===== src/rtl/fft_frame_ctrl.sv =====
// Stream-side sequencer for a 128-point pipelined FFT: input framing, pad/drain flush,
// and a first-word-fall-through output buffer. Framing checks enabled by `define FFT_FRAME_CHECK_EN.
module fft_frame_ctrl #(
  parameter int LGSIZE   = 7,
  parameter int IWIDTH   = 26,
  parameter int OWIDTH   = 30,
  parameter int LGOBUF   = 2,
  parameter int LGFLIGHT = 3
) (
  input  logic                i_clk,
  input  logic                i_reset,
  input  logic                s_valid,
  output logic                s_ready,
  input  logic [2*IWIDTH-1:0] s_data,
  input  logic                s_last,
  input  logic                i_flush,
  output logic                o_busy,
  output logic                o_fft_reset,
  output logic                o_fft_ce,
  output logic [2*IWIDTH-1:0] o_fft_sample,
  input  logic [2*OWIDTH-1:0] i_fft_result,
  input  logic                i_fft_sync,
  output logic                m_valid,
  input  logic                m_ready,
  output logic [2*OWIDTH-1:0] m_data,
  output logic                m_last,
  output logic                o_err
);
  localparam logic [1:0] S_IDLE  = 2'd0;
  localparam logic [1:0] S_RUN   = 2'd1;
  localparam logic [1:0] S_PAD   = 2'd2;
  localparam logic [1:0] S_DRAIN = 2'd3;

  localparam int unsigned   DEPTH   = 1 << LGOBUF;
  localparam logic [LGOBUF:0] DEPTH_V = (LGOBUF+1)'(DEPTH);
  localparam logic [LGOBUF:0] CNT_ONE = (LGOBUF+1)'(1);

  logic [1:0]          state, state_nxt;
  logic                fft_rst_q;
  logic [LGSIZE-1:0]   in_cnt, in_nxt, out_cnt, res_idx;
  logic [LGFLIGHT-1:0] flight;
  logic                out_started, ce_q;
  logic [LGOBUF:0]     ob_count, pend_v;
  logic [LGOBUF-1:0]   rd_ptr, wr_ptr;
  logic [2*OWIDTH:0]   mem [DEPTH];
  logic [2*OWIDTH:0]   head;

  logic res_valid, res_last, push, pop, room, drain_done;
  logic wrap, flight_inc, flight_dec;

  // A result is due whenever the previous cycle clocked the FFT after output start;
  // counting the first sync cycle too keeps the buffer from overfilling on start-up.
  assign res_valid  = ce_q && (out_started || i_fft_sync);
  assign res_idx    = i_fft_sync ? '0 : out_cnt;
  assign res_last   = &res_idx;
  assign push       = res_valid && (flight != '0);
  assign pop        = m_valid && m_ready;
  assign pend_v     = {{LGOBUF{1'b0}}, res_valid};
  assign room       = (ob_count + pend_v) < DEPTH_V;
  assign drain_done = (flight == '0) && (ob_count == '0) && (in_cnt == '0);

  always_comb begin
    s_ready  = 1'b0;
    o_fft_ce = 1'b0;
    case (state)
      S_RUN: begin
        s_ready  = room;
        o_fft_ce = s_valid && room;
      end
      S_PAD:   o_fft_ce = room;
      S_DRAIN: o_fft_ce = room && !drain_done;
      default: ;
    endcase
  end

  assign o_fft_sample = (state == S_RUN) ? s_data : '0;
  assign o_fft_reset  = fft_rst_q;
  assign o_busy       = (state != S_IDLE);

  // in_cnt keeps counting through DRAIN (without touching flight) so that the return
  // to RUN lands on an FFT frame boundary.
  assign in_nxt     = in_cnt + LGSIZE'(o_fft_ce);
  assign wrap       = o_fft_ce && (&in_cnt);
  assign flight_inc = wrap && (state != S_DRAIN);
  assign flight_dec = push && res_last;

  always_comb begin
    state_nxt = state;
    case (state)
      S_IDLE:  if (!fft_rst_q) state_nxt = S_RUN;
      S_RUN:   if (i_flush) state_nxt = (in_nxt != '0) ? S_PAD : S_DRAIN;
      S_PAD:   if (wrap) state_nxt = S_DRAIN;
      S_DRAIN: if (drain_done) state_nxt = S_RUN;
      default: state_nxt = S_IDLE;
    endcase
  end

  always_ff @(posedge i_clk or posedge i_reset) begin
    if (i_reset) begin
      state       <= S_IDLE;
      fft_rst_q   <= 1'b1;
      in_cnt      <= '0;
      out_cnt     <= '0;
      flight      <= '0;
      out_started <= 1'b0;
      ce_q        <= 1'b0;
    end else begin
      state     <= state_nxt;
      fft_rst_q <= 1'b0;
      in_cnt    <= in_nxt;
      ce_q      <= o_fft_ce;
      if (ce_q && i_fft_sync) out_started <= 1'b1;
      if (res_valid) out_cnt <= res_idx + LGSIZE'(1);
      if (flight_inc && !flight_dec)
        flight <= flight + LGFLIGHT'(1);
      else if (!flight_inc && flight_dec)
        flight <= flight - LGFLIGHT'(1);
    end
  end

  always_ff @(posedge i_clk or posedge i_reset) begin
    if (i_reset) begin
      rd_ptr   <= '0;
      wr_ptr   <= '0;
      ob_count <= '0;
    end else begin
      if (push) wr_ptr <= wr_ptr + LGOBUF'(1);
      if (pop)  rd_ptr <= rd_ptr + LGOBUF'(1);
      case ({push, pop})
        2'b10:   ob_count <= ob_count + CNT_ONE;
        2'b01:   ob_count <= ob_count - CNT_ONE;
        default: ;
      endcase
    end
  end

  always_ff @(posedge i_clk) begin
    if (push) mem[wr_ptr] <= {res_last, i_fft_result};
  end

  assign head    = mem[rd_ptr];
  assign m_valid = (ob_count != '0);
  assign m_data  = head[2*OWIDTH-1:0];
  assign m_last  = m_valid && head[2*OWIDTH];

`ifdef FFT_FRAME_CHECK_EN
  logic err_q;
  always_ff @(posedge i_clk or posedge i_reset) begin
    if (i_reset)
      err_q <= 1'b0;
    else if ((s_valid && s_ready && (s_last ^ (&in_cnt))) ||
             (flight_inc && !flight_dec && (&flight)))
      err_q <= 1'b1;
  end
  assign o_err = err_q;
`else
  logic unused_last;
  assign unused_last = s_last;
  assign o_err       = 1'b0;
`endif

endmodule

===== config.mk =====
export PLATFORM = sky130hd
export DESIGN_NAME = fft_frame_ctrl
export DESIGN_NICKNAME = d
export VERILOG_FILES = /design/src/rtl/fft_frame_ctrl.sv
export SDC_FILE = /design/constraint.sdc
export NUM_CORES = 1
export LEC_CHECK = 0
export BUFFER_PORTS_ARGS = -buffer_cell sky130_fd_sc_hd__buf_2
export CELL_PAD_IN_SITES_DETAIL_PLACEMENT = 1
export CELL_PAD_IN_SITES_GLOBAL_PLACEMENT = 2
export CORE_MARGIN = 5
export CORE_UTILIZATION = 43
export CTS_CLUSTER_SIZE = 8
export DETAILED_ROUTE_END_ITERATION = 10
export PLACE_DENSITY = 0.81
export SLEW_MARGIN = 20
export SYNTH_ARGS = -nofsm -noshare
export SYNTH_HDL_FRONTEND = slang
export SYNTH_SLANG_ARGS = --single-unit

===== constraint.sdc =====
create_clock -name i_clk -period 8.5 [get_ports i_clk]
set_input_delay 1.7 -clock i_clk [delete_from_list [all_inputs] [get_ports i_clk]]
set_output_delay 1.7 -clock i_clk [all_outputs]
set_load 0.02 [all_outputs]

==> results.sh <==
export IMPL_gr_total_overflow=0
export IMPL_cts_tree="yes"
export IMPL_start_util=0.433
export IMPL_cp_startpoint="i_fft_sync"
export IMPL_fin_crit_ns=4.79
export IMPL_r2r_start="state[1]$_DFFE_PP0P_"
export IMPL_rows=58
export IMPL_cts_root_buffer="clkbuf_16"
export IMPL_fin_area_mm2=0.0134
export IMPL_dpl_hpwl_um=16500
export IMPL_drc=0
export IMPL_crit_family="compound AO/OA/AOI/OAI gates"
export IMPL_crit_top_cell="buf_2"
export IMPL_rsz0062_at_grt="no"
export IMPL_finalSetupTns_ns=0
export IMPL_peakVddDrop_v=0.000152
export IMPL_grt_pass1_wl_um=38800
export IMPL_worstPathMaxFanout=14
export IMPL_seq_area_frac_synth=0.745
export IMPL_numCtsBuffers=40
export IMPL_vias=5927
export IMPL_gp_congestion=0.966
export IMPL_crit_type="in -> out"
export IMPL_drtIter0Drc=379
export IMPL_finalWirelength_um=25100
export IMPL_p_leak_nw=5.03
export IMPL_cts_sinks=273
export IMPL_cp_required_ns=6.80
export IMPL_nFillCells=2393
export IMPL_crit_path_end_kind="primary output"
export IMPL_routed_via_density=5.19
export IMPL_crit_buf_inv=2
export IMPL_drt_pre_antenna_iters=4
export IMPL_drv_slew=0
export IMPL_netlist_cell_type_count=46
export IMPL_syn_inst=546
export IMPL_cpPeakStageDelay_ns=0.34
export IMPL_nets=934
export IMPL_dieArea_mm2=0.0284
export IMPL_pin_count=238
export IMPL_cellPowerDensity_mw_per_mm2=319
export IMPL_ys_ff_latch=273
export IMPL_die_w_um=169
export IMPL_avgSynthCellArea_um2=19.8
export IMPL_slew_headroom=0.344
export IMPL_clk_pin_slew_worst_paths_ns=0.05
export IMPL_clkLatencyLatePin_ns=0.50
export IMPL_status="finished clean"
export IMPL_ant_nets=0
export IMPL_place_ws_ns=3.70
export IMPL_max_freq_ghz=0.209
export IMPL_antenna_found_initial=1
export IMPL_track_usage=0.177
export IMPL_grt_max_degree=63
export IMPL_final_cell_mix="edfxtp_1, buf_2, mux4_2"
export IMPL_cap_viol_max_count=0
export IMPL_drive_above_1_share=0.440
export IMPL_cts_hold_buffers=0
export IMPL_hold_start="flight[2]$_DFFE_PP0P_"
export IMPL_final_common_cell="edfxtp_1"
export IMPL_coreArea_mm2=0.0250
export IMPL_antenna_diode_count=0
export IMPL_wire_per_inst_um=21.9
export IMPL_cp_slowest_cell="xor2_1"
export IMPL_cts_resized=0
export IMPL_cp_start_kind="input port"
export IMPL_placed_area_mm2=0.0123
export IMPL_post_cts_buffers=0
export IMPL_setup_viol=0
export IMPL_crit_chain="buf_2 > o2111ai_1 > xor2_1 > nand2b_1 > a21oi_1 > buf_2"
export IMPL_hold_viol=0
export IMPL_worst_pin_slew_ns=0.984
export IMPL_fp_dieH_um=169
export IMPL_area_delta_synth_final_pct=24.2
export IMPL_first_global_vias=6855
export IMPL_cp_arrival_ns=3.09
export IMPL_h_tree_depth=2
export IMPL_fin_total_pwr_mw=4.29
export IMPL_clock_skew_ns=0.0130
export IMPL_finalCritPeriodShare=0.564
export IMPL_clockBufferDepth=3
export IMPL_setup_slack_ns=3.71
export IMPL_hold_class="reg -> reg"
export IMPL_ys_warn_count=0
export IMPL_io_buffer_count=235
export IMPL_synthesis_area_mm2=0.0108
-- worst paths after layout --
path,to,slack (ns),cells past startpoint
min in group asynchronous,out_cnt[3]$_DFFE_PP0N_,1.30,2
max,o_fft_ce,3.71,6
min,flight[2]$_DFFE_PP0P_,0.46,1
max in group asynchronous,rd_ptr[1]$_DFFE_PP0P_,6.70,2
max reg2reg,state[0]$_DFFE_PP0P_,5.29,11
min reg2reg,flight[2]$_DFFE_PP0P_,0.46,1
-- per-layer routing --
layer  global-route usage  wire length [µm]  vias to the layer above  part of all wire
met1                0.210              9700                     2998              0.39
li1                     -                 -                     2639                 -
met5                    0                 0                        -                 0
met4               0.0409               368                        0             0.015
met2                0.321             13200                      259              0.53
met3               0.0502              1820                       31             0.073
-- logic make-up (layout without fill, tap and decap cells) --
kind of cell | Yosys count | in the layout | share of synthesized area
AO/OA/AOI/OAI | 28 | 28 | 0.0182
XOR/XNOR | 15 | 15 | 0.0121
adder cells (fa/ha/maj) | 16 | 16 | 0.0199
buffers and inverters | 44 | 309 | 0.0167
flip-flops | 273 | 273 | 0.745
multiplexers | 65 | 65 | 0.131
other | 1 | 2 | 0.000347
AND/OR/NAND/NOR | 104 | 104 | 0.0573
-- through the flow --
stage / hold WS (ns) / instances / utilization
after floorplan: 0.434 / 547 / -
after global placement: 0.450 / 1087 / 0.494
after detailed placement: 0.458 / 1087 / 0.494
after CTS: 0.465 / 1142 / 0.538
after global routing: 0.477 / 1142 / 0.538
final: 0.462 / 1142 / 0.538
-- Yosys cell counts (all sizes together) --
master | count | area (µm²)
conb | 1 | 3.75
buf | 9 | 48.8
a21oi | 7 | 38.8
nor2b | 3 | 18.8
o2111ai | 2 | 17.5
o2bb2ai | 1 | 8.76
xor2 | 8 | 70.1
dfrtp | 28 | 701
o21a | 1 | 7.51
nor3 | 3 | 15.0
and4 | 1 | 8.76
a22oi | 2 | 15.0
nand4b | 2 | 17.5
inv | 18 | 67.6
ha | 14 | 175
nand2 | 11 | 43.8
or3 | 4 | 35.0
dfstp | 1 | 26.3
edfxtp | 244 | 7330
o41ai | 1 | 16.3
and2 | 61 | 382
a21o | 2 | 15.0
o22a | 2 | 17.5
nand3 | 2 | 10.0
mux4 | 61 | 1370
nor2 | 9 | 33.8
or4 | 1 | 7.51
mux2 | 3 | 33.8
mux2i | 1 | 10.0
clkbuf | 17 | 63.8
fa | 2 | 40.0
nand4 | 3 | 18.8
a22o | 2 | 17.5
nor4b | 1 | 8.76
nor3b | 1 | 7.51
o21ai | 6 | 30.0
nand2b | 2 | 12.5
a31oi | 2 | 12.5
xnor2 | 7 | 61.3
-- sequential cells by signal, indices dropped and copies added, names as in the netlist --
| signal | flops |
|---|---|
| wr_ptr | 2 |
| in_cnt | 7 |
| flight | 3 |
| ob_count | 3 |
| o_fft_reset | 1 |
| ce_q | 1 |
| state | 2 |
| mem | 244 |
| out_started | 1 |
| rd_ptr | 2 |
| out_cnt | 7 |
-- where the power goes --
| group | switching, mW | leakage (nW) | internal, mW |
|---|---|---|---|
| clock network | 0.511 | 0.537 | 0.873 |
| logic | 0.702 | 1.96 | 0.547 |
| registers | 0.147 | 2.53 | 1.51 |
-- final cells by class --
type	count	area, µm²	share of cell area
well taps	330	413	0.0307
clock inverters	2	25.0	0.00186
inverters	18	67.6	0.00503
clock buffers	53	1080	0.0805
repair buffers	236	1180	0.0881
multi-input cells	230	2600	0.194
flip-flops and latches	273	8060	0.600
-- worst register-to-register path, cell delays in order, from the launching register on --
cell,delay (ns)
dfrtp_1,0.41
inv_1,0.12
ha_2,0.64
a31oi_1,0.17
a21oi_1,0.34
ha_1,0.24
ha_1,0.24
nor3b_1,0.33
nand2_1,0.10
or3_1,0.32
nand4b_1,0.11
o22a_1,0.13
(Power assumes the default switching activity.)
